`src/rtl/align_sequencer_pkg.sv`:
```
// Shared types and constants for the ALIGN layer sequencer and its counter.
package align_sequencer_pkg;

  localparam int unsigned GROUP_SIZE_DEF             = 8;
  localparam int unsigned LOG_GROUP_SIZE_DEF         = 3;
  localparam int unsigned LOG_MAX_HW_DEF             = 8;
  localparam int unsigned LOG_MAX_ITERS_DEF          = 16;
  localparam int unsigned LOG_MAX_READS_PER_ITER_DEF = 16;

  typedef enum logic [2:0] {
    ST_IDLE,
    ST_CALC,
    ST_CONFIG,
    ST_RUN,
    ST_DONE
  } seq_state_e;

  // Reads width must hold ceil(H*W/GROUP_SIZE) for maximal H and W.
  function automatic bit reads_width_ok(input int unsigned log_hw,
                                        input int unsigned log_gs,
                                        input int unsigned log_reads);
    return log_reads >= (2 * log_hw - log_gs + 1);
  endfunction

  localparam bit READS_WIDTH_OK = reads_width_ok(LOG_MAX_HW_DEF, LOG_GROUP_SIZE_DEF,
                                                 LOG_MAX_READS_PER_ITER_DEF);

endpackage

```
`src/rtl/align_seq_counter.sv`:
```
// Two-level down counter: reads within an iteration, then iterations; flags the last transfer.
module align_seq_counter #(
  parameter int unsigned READS_W = 16,
  parameter int unsigned ITERS_W = 16
) (
  input  logic               clk,
  input  logic               rst,
  input  logic               load_i,
  input  logic               dec_i,
  input  logic [READS_W-1:0] reads_i,
  input  logic [ITERS_W-1:0] iters_i,
  output logic               last_c_o
);

  logic [READS_W-1:0] reads_left_q, reads_left_d;
  logic [ITERS_W-1:0] iters_left_q, iters_left_d;

  // reads_i doubles as the per-iteration reload value, so it must stay stable while counting.
  always_comb begin
    reads_left_d = reads_left_q;
    iters_left_d = iters_left_q;
    if (load_i) begin
      reads_left_d = reads_i;
      iters_left_d = iters_i;
    end else if (dec_i) begin
      if (reads_left_q == READS_W'(1)) begin
        if (iters_left_q == ITERS_W'(1)) begin
          reads_left_d = '0;
          iters_left_d = '0;
        end else begin
          reads_left_d = reads_i;
          iters_left_d = iters_left_q - ITERS_W'(1);
        end
      end else begin
        reads_left_d = reads_left_q - READS_W'(1);
      end
    end
  end

  always_ff @(posedge clk) begin
    if (!rst) begin
      reads_left_q <= '0;
      iters_left_q <= '0;
    end else begin
      reads_left_q <= reads_left_d;
      iters_left_q <= iters_left_d;
    end
  end

  assign last_c_o = (reads_left_q == READS_W'(1)) && (iters_left_q == ITERS_W'(1));

endmodule

```
`src/rtl/align_sequencer.sv`:
```
// Layer-level controller for ALIGN: accepts descriptors, configures ALIGN, counts transfers to done.
// Optional ALIGN_SEQ_PERF_EN adds perf_cycles/perf_stalls counters.
module align_sequencer
  import align_sequencer_pkg::*;
#(
  parameter int unsigned GROUP_SIZE             = GROUP_SIZE_DEF,
  parameter int unsigned LOG_GROUP_SIZE         = LOG_GROUP_SIZE_DEF,
  parameter int unsigned LOG_MAX_HW             = LOG_MAX_HW_DEF,
  parameter int unsigned LOG_MAX_ITERS          = LOG_MAX_ITERS_DEF,
  parameter int unsigned LOG_MAX_READS_PER_ITER = LOG_MAX_READS_PER_ITER_DEF
) (
  input  logic                              clk,
  input  logic                              rst,
  input  logic [LOG_MAX_HW-1:0]             desc_h,
  input  logic [LOG_MAX_HW-1:0]             desc_w,
  input  logic [LOG_MAX_ITERS-1:0]          desc_iters,
  input  logic                              desc_valid,
  output logic                              desc_avail,
  output logic                              configure,
  output logic [LOG_MAX_ITERS-1:0]          num_iters,
  output logic [LOG_MAX_READS_PER_ITER-1:0] num_reads_per_iter,
  input  logic                              xfer,
  output logic                              busy,
  output logic                              done
`ifdef ALIGN_SEQ_PERF_EN
  ,
  output logic [31:0]                       perf_cycles,
  output logic [31:0]                       perf_stalls
`endif
);

  localparam int unsigned PROD_W = 2 * LOG_MAX_HW;
  localparam int unsigned RW     = LOG_MAX_READS_PER_ITER;
  localparam int unsigned IW     = LOG_MAX_ITERS;

  seq_state_e          state_q;
  logic [LOG_MAX_HW-1:0] h_q, w_q;
  logic [IW-1:0]       iters_q;
  logic                desc_avail_q, configure_q, busy_q, done_q;
  logic [IW-1:0]       num_iters_q;
  logic [RW-1:0]       num_reads_q;

  logic [PROD_W-1:0]   product_c;
  logic [PROD_W:0]     rounded_c;
  logic [RW-1:0]       reads_c;
  logic                last_c, load_c, dec_c;

  // ceil(H*W / GROUP_SIZE); the extra bit keeps the rounding add from wrapping.
  assign product_c = PROD_W'(h_q) * PROD_W'(w_q);
  assign rounded_c = (PROD_W + 1)'(product_c) + (PROD_W + 1)'(GROUP_SIZE - 1);
  assign reads_c   = RW'(rounded_c >> LOG_GROUP_SIZE);

  assign load_c = (state_q == ST_CONFIG);
  assign dec_c  = (state_q == ST_RUN) && xfer;

  align_seq_counter #(
    .READS_W (RW),
    .ITERS_W (IW)
  ) u_counter (
    .clk      (clk),
    .rst      (rst),
    .load_i   (load_c),
    .dec_i    (dec_c),
    .reads_i  (num_reads_q),
    .iters_i  (num_iters_q),
    .last_c_o (last_c)
  );

  always_ff @(posedge clk) begin
    if (!rst) begin
      state_q      <= ST_IDLE;
      h_q          <= '0;
      w_q          <= '0;
      iters_q      <= '0;
      desc_avail_q <= 1'b0;
      configure_q  <= 1'b0;
      busy_q       <= 1'b0;
      done_q       <= 1'b0;
      num_iters_q  <= '0;
      num_reads_q  <= '0;
    end else begin
      configure_q <= 1'b0;
      done_q      <= 1'b0;
      unique case (state_q)
        ST_IDLE: begin
          if (desc_valid && desc_avail_q) begin
            h_q          <= desc_h;
            w_q          <= desc_w;
            iters_q      <= desc_iters;
            desc_avail_q <= 1'b0;
            busy_q       <= 1'b1;
            state_q      <= ST_CALC;
          end else begin
            desc_avail_q <= 1'b1;
          end
        end
        ST_CALC: begin
          // Empty layers complete without ever touching ALIGN.
          if ((iters_q == '0) || (reads_c == '0)) begin
            done_q  <= 1'b1;
            state_q <= ST_DONE;
          end else begin
            configure_q <= 1'b1;
            num_iters_q <= iters_q;
            num_reads_q <= reads_c;
            state_q     <= ST_CONFIG;
          end
        end
        ST_CONFIG: state_q <= ST_RUN;
        ST_RUN: begin
          if (xfer && last_c) begin
            done_q  <= 1'b1;
            state_q <= ST_DONE;
          end
        end
        ST_DONE: begin
          desc_avail_q <= 1'b1;
          busy_q       <= 1'b0;
          state_q      <= ST_IDLE;
        end
      endcase
    end
  end

  assign desc_avail         = desc_avail_q;
  assign configure          = configure_q;
  assign num_iters          = num_iters_q;
  assign num_reads_per_iter = num_reads_q;
  assign busy               = busy_q;
  assign done               = done_q;

`ifdef ALIGN_SEQ_PERF_EN
  logic [31:0] run_cycles_q, perf_cycles_q, perf_stalls_q;

  // run_cycles_q counts from the CONFIG cycle; the final xfer cycle is added when latching.
  always_ff @(posedge clk) begin
    if (!rst) begin
      run_cycles_q  <= '0;
      perf_cycles_q <= '0;
      perf_stalls_q <= '0;
    end else if (state_q == ST_CONFIG) begin
      run_cycles_q  <= 32'd1;
      perf_cycles_q <= '0;
      perf_stalls_q <= '0;
    end else if (state_q == ST_RUN) begin
      run_cycles_q <= run_cycles_q + 32'd1;
      if (!xfer) perf_stalls_q <= perf_stalls_q + 32'd1;
      if (xfer && last_c) perf_cycles_q <= run_cycles_q + 32'd1;
    end
  end

  assign perf_cycles = perf_cycles_q;
  assign perf_stalls = perf_stalls_q;
`endif

endmodule

```
`config.mk`:
```
export PLATFORM = sky130hd
export DESIGN_NAME = align_sequencer
export DESIGN_NICKNAME = d
export VERILOG_FILES = /design/src/rtl/align_sequencer_pkg.sv /design/src/rtl/align_seq_counter.sv /design/src/rtl/align_sequencer.sv
export SDC_FILE = /design/constraint.sdc
export NUM_CORES = 1
export LEC_CHECK = 0
export CAP_MARGIN = 0
export CORE_ASPECT_RATIO = 1.2
export CORE_MARGIN = 3
export CORE_UTILIZATION = 25
export DETAILED_ROUTE_END_ITERATION = 16
export HOLD_SLACK_MARGIN = 0.1
export SYNTH_ARGS = -nofsm -noshare
export SYNTH_HDL_FRONTEND = slang
export SYNTH_HIERARCHICAL = 1
export SYNTH_SLANG_ARGS = --single-unit
```
`constraint.sdc`:
```
create_clock -name clk -period 7.1 [get_ports clk]
set_input_delay 1.065 -clock clk [delete_from_list [all_inputs] [get_ports clk]]
set_output_delay 1.065 -clock clk [all_outputs]
set_load 0.01 [all_outputs]
```
==> impl_metrics.toml <==
[status]
status = "finished clean"

[grt]
gr-total-overflow = 0
grt.total_usage_pct = 12.61
antenna_found_initial = 0
grt_pass1_vias = 6305
grt_max_degree = 54
grt_pass1_wl_um = 33450

[setup_path]
reg2reg_slack_ns = 1.71
critPathCaptureType = "flip-flop"
crit_fanout = 22
start_kind = "flip-flop"
cp.required_ns = 7.38
worstSetupPathType = "flip-flop to flip-flop"
crit_arrival_ns = 5.67
ff2ff_path_depth = 18

[min_path]
min_path_cells = 2
hp-class = "flip-flop to flip-flop"

[synth]
synth_warnings = 6
synth_edf_count = 0
synthFlopType = "dfxtp_1"
synth.avg_cell_area_sq_um = 8.127
synthTopCellsByArea = "dfxtp_1 (27%), fa_1 (9.3%), nand2_1 (8.8%), ha_1 (7.3%), and2_1 (5.1%)"
synth.distinct_cells = 78
yosysTopAreaCell = "dfxtp_1"
syn_inst = 928
synth_top_area_share_pct = 26.81
async_reset_ff_share_pct = 0
syn_area_sq_mm = 0.007542
yosysSeqAreaShare_pct = 26.81
ys_seq_elements = 101

[placed_design]
place_area_sq_mm = 0.008527
pre_cts_slack_ns = 1.741
dp_hpwl_um = 15200
place.gp.congestion = 0.8663
io_buffers = 69

[die]
die_w_um = 164.6
dieArea_sq_mm = 0.03230
pin_count = 72
start_util_pct = 25.40
die_h_um = 196.3
rows = 69
core-area_sq_mm = 0.02970

[job]
cap_violations = 0

[sta]
finalSetupTns_ns = 0
skew_ns = 0.006980
fin_crit_ns = 5.388
grt_setup_unrepaired = "no"
slew-limit-headroom_pct = 25.91
finalCritPeriodShare_pct = 75.88
worst_slew_pin_slew_ns = 1.111
fmax_mhz = 185.6
layout_setup_ws_ns = 1.712
drv_slew = 0
final-setup-viol-count = 0
whs_ns = 0.4721
finalHoldViolations = 0

[drt]
vias = 6645
firstDrtPassIters = 5
routed_wl_um = 20270
avgViaCountPerCell = 4.886
first_iter_violations = 456
postRouteAntennaNets = 0
drc = 0
routedWlPerCell_um = 14.91

[clocking]
cts-root-buf = "clkbuf_16"
cts.sinks = 101
clockBufferDepth = 2
worstSkewPairLatency_ns = 0.35
cts_made_buffers = 9
cts_setup_buffers = 0
clkTransAtPathRegs_ns = 0.07
htree_levels = 3
ctsHoldBuffers = 0
cts_tree = "yes"
cts_resized = 0

[finish]
n_fill_cell = 3190
fin_area_sq_mm = 0.008815
drive_gt1_share_pct = 5.361
synthToLayoutAreaGrowth_pct = 16.87
multi_input_area_sq_mm = 0.005057
regArea_sq_mm = 0.002022
finalNetCount = 1080
postLayoutCoreUtil_pct = 29.68
antenna_cells = 0

[power]
cellPowerDensity_mw_per_mm2 = 191.7
ir_worst_vdd_mv = 0.09929
p_leak_nw = 3.559
==> cell usage after synthesis, drive strengths merged, types with 7 or more instances <==
cell	number
a211oi	10
a21o	10
a21oi	75
a22oi	10
a31oi	7
a32oi	9
and2	63
and3	8
buf	18
clkbuf	35
dfxtp	101
fa	35
ha	44
inv	61
mux2i	29
nand2	176
nand3	19
nand4	12
nor2	39
nor3	16
nor4	12
o21ai	27
o22ai	7
o32ai	9
xnor2	9
==> where the power goes <==
part           switching [mW]  internal, mW  leakage [nW]
Sequential             0.0642         0.609         0.817
Combinational           0.304         0.227          2.61
Clock                   0.241         0.244         0.136
Total                   0.609          1.08          3.56
==> critical path, stage by stage (launching register included) <==
cell and delay (ns):
dfxtp_1 0.48, nand2_1 0.12, fa_1 0.51, fa_1 0.54, inv_1 0.05, fa_1 0.53
inv_1 0.06, fa_1 0.52, inv_1 0.04, ha_1 0.41, a21o_1 0.26, a31oi_1 0.33
a21oi_1 0.11, o211a_1 0.22, o21ai_0 0.29, nor4_4 0.07, a21oi_2 0.15, buf_4 0.35
mux2i_1 0.23
==> kinds of logic (layout without fill, tap and decap cells) <==
| group | Yosys count | count (layout) | share of synthesized area, % |
|---|---|---|---|
| mux | 31 | 31 | 4.147 |
| other cells | 1 | 5 | 0.04972 |
| compound gates | 213 | 213 | 19.05 |
| buf+inv | 114 | 152 | 6.486 |
| flops | 101 | 101 | 26.81 |
| simple gates | 377 | 377 | 25.48 |
| xor+xnor | 12 | 12 | 1.394 |
| fa+ha+maj | 79 | 79 | 16.59 |
==> worst paths after layout <==
kind | from | end
max | w_q[2]$_SDFFE_PN0P_ | num_iters[15]$_SDFFE_PN0P_
min | iters_q[5]$_SDFFE_PN0P_ | num_iters[5]$_SDFFE_PN0P_
max reg2reg | w_q[2]$_SDFFE_PN0P_ | num_iters[15]$_SDFFE_PN0P_
min reg2reg | iters_q[5]$_SDFFE_PN0P_ | num_iters[5]$_SDFFE_PN0P_
==> per-layer routing <==
metal	track usage (%)	up-vias	share of wire, %
li1	-	3322	-
met1	17.13	3146	46
met2	20.72	157	49
met3	2.175	20	4.1
met4	3.108	0	1.3
met5	0	-	0
==> layout make-up <==
class / count / share of cell area [%]
tap: 390 / 5.536
timing repair buffer: 75 / 8.290
clock buffer: 10 / 2.598
multi-input combinational: 717 / 57.37
sequential: 101 / 22.94
clock inverter: 6 / 0.6671
inverter: 61 / 2.598
==> flip-flops by register name (all words and copies together) (netlist names) <==
register and count:
w_q 8, u_counter/reads_left_q 16, num_iters 16, u_counter/iters_left_q 16, desc_avail 1, state_q 3, done 1, iters_q 16
h_q 8, num_reads_per_iter 14, busy 1, configure 1
==> stage by stage <==
stage / power (mW) / instances
after CTS: 1.700 / 1360
final: 1.690 / 1360
after detailed placement: 1.211 / 1344
after floorplan: 1.085 / 932
after global routing: 1.790 / 1360
after global placement: 1.207 / 1344
==> cells in the final DEF, fill, tap and decap left out, types with 15 or more instances in the layout <==
master	netlist	final
clkdlybuf4s50_1	0	68
nor3_1	16	15
dfxtp_1	101	101
fa_1	35	35
and2_1	62	62
a21oi_1	72	72
ha_1	44	44
o21ai_0	25	25
mux2i_1	29	29
inv_1	61	61
nand3_1	19	19
nand2_1	176	176
nor2_1	39	39
Power figures use the tool's default switching activity.
==> patch: new RTL, same flow settings <==
Register the output `num_iters` once more, with the module's reset; this adds one clock of latency there. The other outputs are not delayed to match.
--- a/src/rtl/align_sequencer.sv
+++ b/src/rtl/align_sequencer.sv
@@ -126,3 +126,9 @@
   assign configure          = configure_q;
-  assign num_iters          = num_iters_q;
+  always_ff @(posedge clk) begin
+    if (!rst) begin
+      num_iters <= '0;
+    end else begin
+      num_iters <= num_iters_q;
+    end
+  end
   assign num_reads_per_iter = num_reads_q;
Function: changed (a bounded check fails within 4 cycles, from zero or initial values and one cycle with rst low).
==> patch against the unedited design <==
  * Routed wire length hardly changed
  * Clock skew hardly changed
  * Largest cell class unchanged
  * Cell area up 6.6%
  * First-iteration DRC count is 18% lower
  * Area after synthesis is 4.2% higher
  * Power is 29% higher
  * Worst setup slack lost 0.77 ns
  * Critical path depth unchanged
  * Sequential share of layout area rose by 2.0 points
  * Sequential cell count rose by 16
  * Sequential power grew 15%
  * Fmax shrank 12%
  * Core utilization grew 0.89 points
==> patch: results (changes against the unedited design) <==
<table>
<tr><th>Metric</th><th>Value</th></tr>
<tr><th colspan="2">Run status</th></tr>
<tr><td>Run status</td><td>complete, no violations (unchanged)</td></tr>
<tr><th colspan="2">Placed design</th></tr>
<tr><td>Placed cell count</td><td>1359 (was 1344)</td></tr>
<tr><td>Dpl hpwl</td><td>15300 µm (was 15200 µm)</td></tr>
<tr><td>Setup WS pre-CTS</td><td>0.908 ns (was 1.74 ns)</td></tr>
<tr><th colspan="2">Synth</th></tr>
<tr><td>Count of mapped cells out of synthesis</td><td>938 (was 928)</td></tr>
<tr><td>Arithmetic-cell share of the synthesized area counting full adders, half adders and majority gates</td><td>15.9% (was 16.6%)</td></tr>
<tr><td>Xor/xnor share of the synthesized area</td><td>1.23% (was 1.39%)</td></tr>
<tr><th colspan="2">Critical path</th></tr>
<tr><td>Endpoint of the most critical register-to-register path</td><td>num_iters_q[2] (was num_iters[15])</td></tr>
<tr><td>Biggest cell delay along the critical path</td><td>0.76 ns (was 0.54 ns)</td></tr>
<tr><td>Cell with the largest stage delay on the worst path</td><td>sky130_fd_sc_hd__o21a_1 (was sky130_fd_sc_hd__fa_1)</td></tr>
<tr><td>Largest fanout of any net on the critical path</td><td>20 (was 22)</td></tr>
<tr><th colspan="2">Min path</th></tr>
<tr><td>Critical hold path startpoint</td><td>num_iters_q[3] (was iters_q[5])</td></tr>
<tr><td>Terminating pin of the worst hold path</td><td>num_iters[3] (was num_iters[5])</td></tr>
<tr><th colspan="2">Layout</th></tr>
<tr><td>Net total in the final layout</td><td>1097 (was 1080)</td></tr>
<tr><td>Area of combinational cells with multiple inputs</td><td>4990 µm² (was 5060 µm²)</td></tr>
<tr><td>Relative area change from synthesis to final layout</td><td>19.6% (was 16.9%)</td></tr>
<tr><td>Buffer share of cell area</td><td>7.72% (was 8.29%)</td></tr>
<tr><td>Final Non-Filler Cells</td><td>1391 (was 1360)</td></tr>
<tr><td>Clock buf/inv share</td><td>5.95% (was 3.26%)</td></tr>
<tr><td>Area taken by flip-flops and latches</td><td>2340 µm² (was 2020 µm²)</td></tr>
<tr><td>Count of non-CTS inverters in the layout</td><td>76 (was 61)</td></tr>
<tr><th colspan="2">GRT</th></tr>
<tr><td>Largest net degree at the start of global routing</td><td>71 (was 54)</td></tr>
<tr><td>Vias in the first global route</td><td>6547 (was 6305)</td></tr>
<tr><th colspan="2">Drt</th></tr>
<tr><td>Sum of routed wire length over all layers</td><td>20300 µm (about the same)</td></tr>
<tr><td>DRT iter0 DRCs</td><td>375 (was 456)</td></tr>
<tr><th colspan="2">STA</th></tr>
<tr><td>Final setup skew</td><td>0.00704 ns (was 0.00698 ns)</td></tr>
<tr><td>Transition at the pin with the smallest max-transition slack</td><td>1.08 ns (was 1.11 ns)</td></tr>
<tr><th colspan="2">CTS</th></tr>
<tr><td>Number of CTS-inserted buffers</td><td>17 (was 9)</td></tr>
<tr><th colspan="2">Pwr</th></tr>
<tr><td>Static leakage</td><td>3.91 nW (was 3.56 nW)</td></tr>
</table>
patch: changes by cell type after synthesis, moves of 4 or more:
cell,before,now
sky130_fd_sc_hd__nand2_1,176,180
sky130_fd_sc_hd__a21boi_0,2,33
sky130_fd_sc_hd__inv_1,61,76
sky130_fd_sc_hd__nor3_1,16,11
sky130_fd_sc_hd__o21ai_0,25,32
sky130_fd_sc_hd__dfxtp_1,101,117
sky130_fd_sc_hd__o21ai_1,2,6
sky130_fd_sc_hd__a21o_1,10,3
sky130_fd_sc_hd__a21oi_1,72,33
patch: layer usage:
layer,vias up,share of wire [%],global-route usage [%]
met5,-,0,0
met3,28,4.2,2.17
met2,171,48,20.0
li1,3346,-,-
met1,3148,47,16.0
met4,0,1.7,3.57
patch: power breakdown:
part | switching, mW | total [mW] | internal, mW
combinational | 0.330 | 0.580 | 0.250
clock | 0.363 | 0.824 | 0.460
sequential | 0.0701 | 0.775 | 0.705
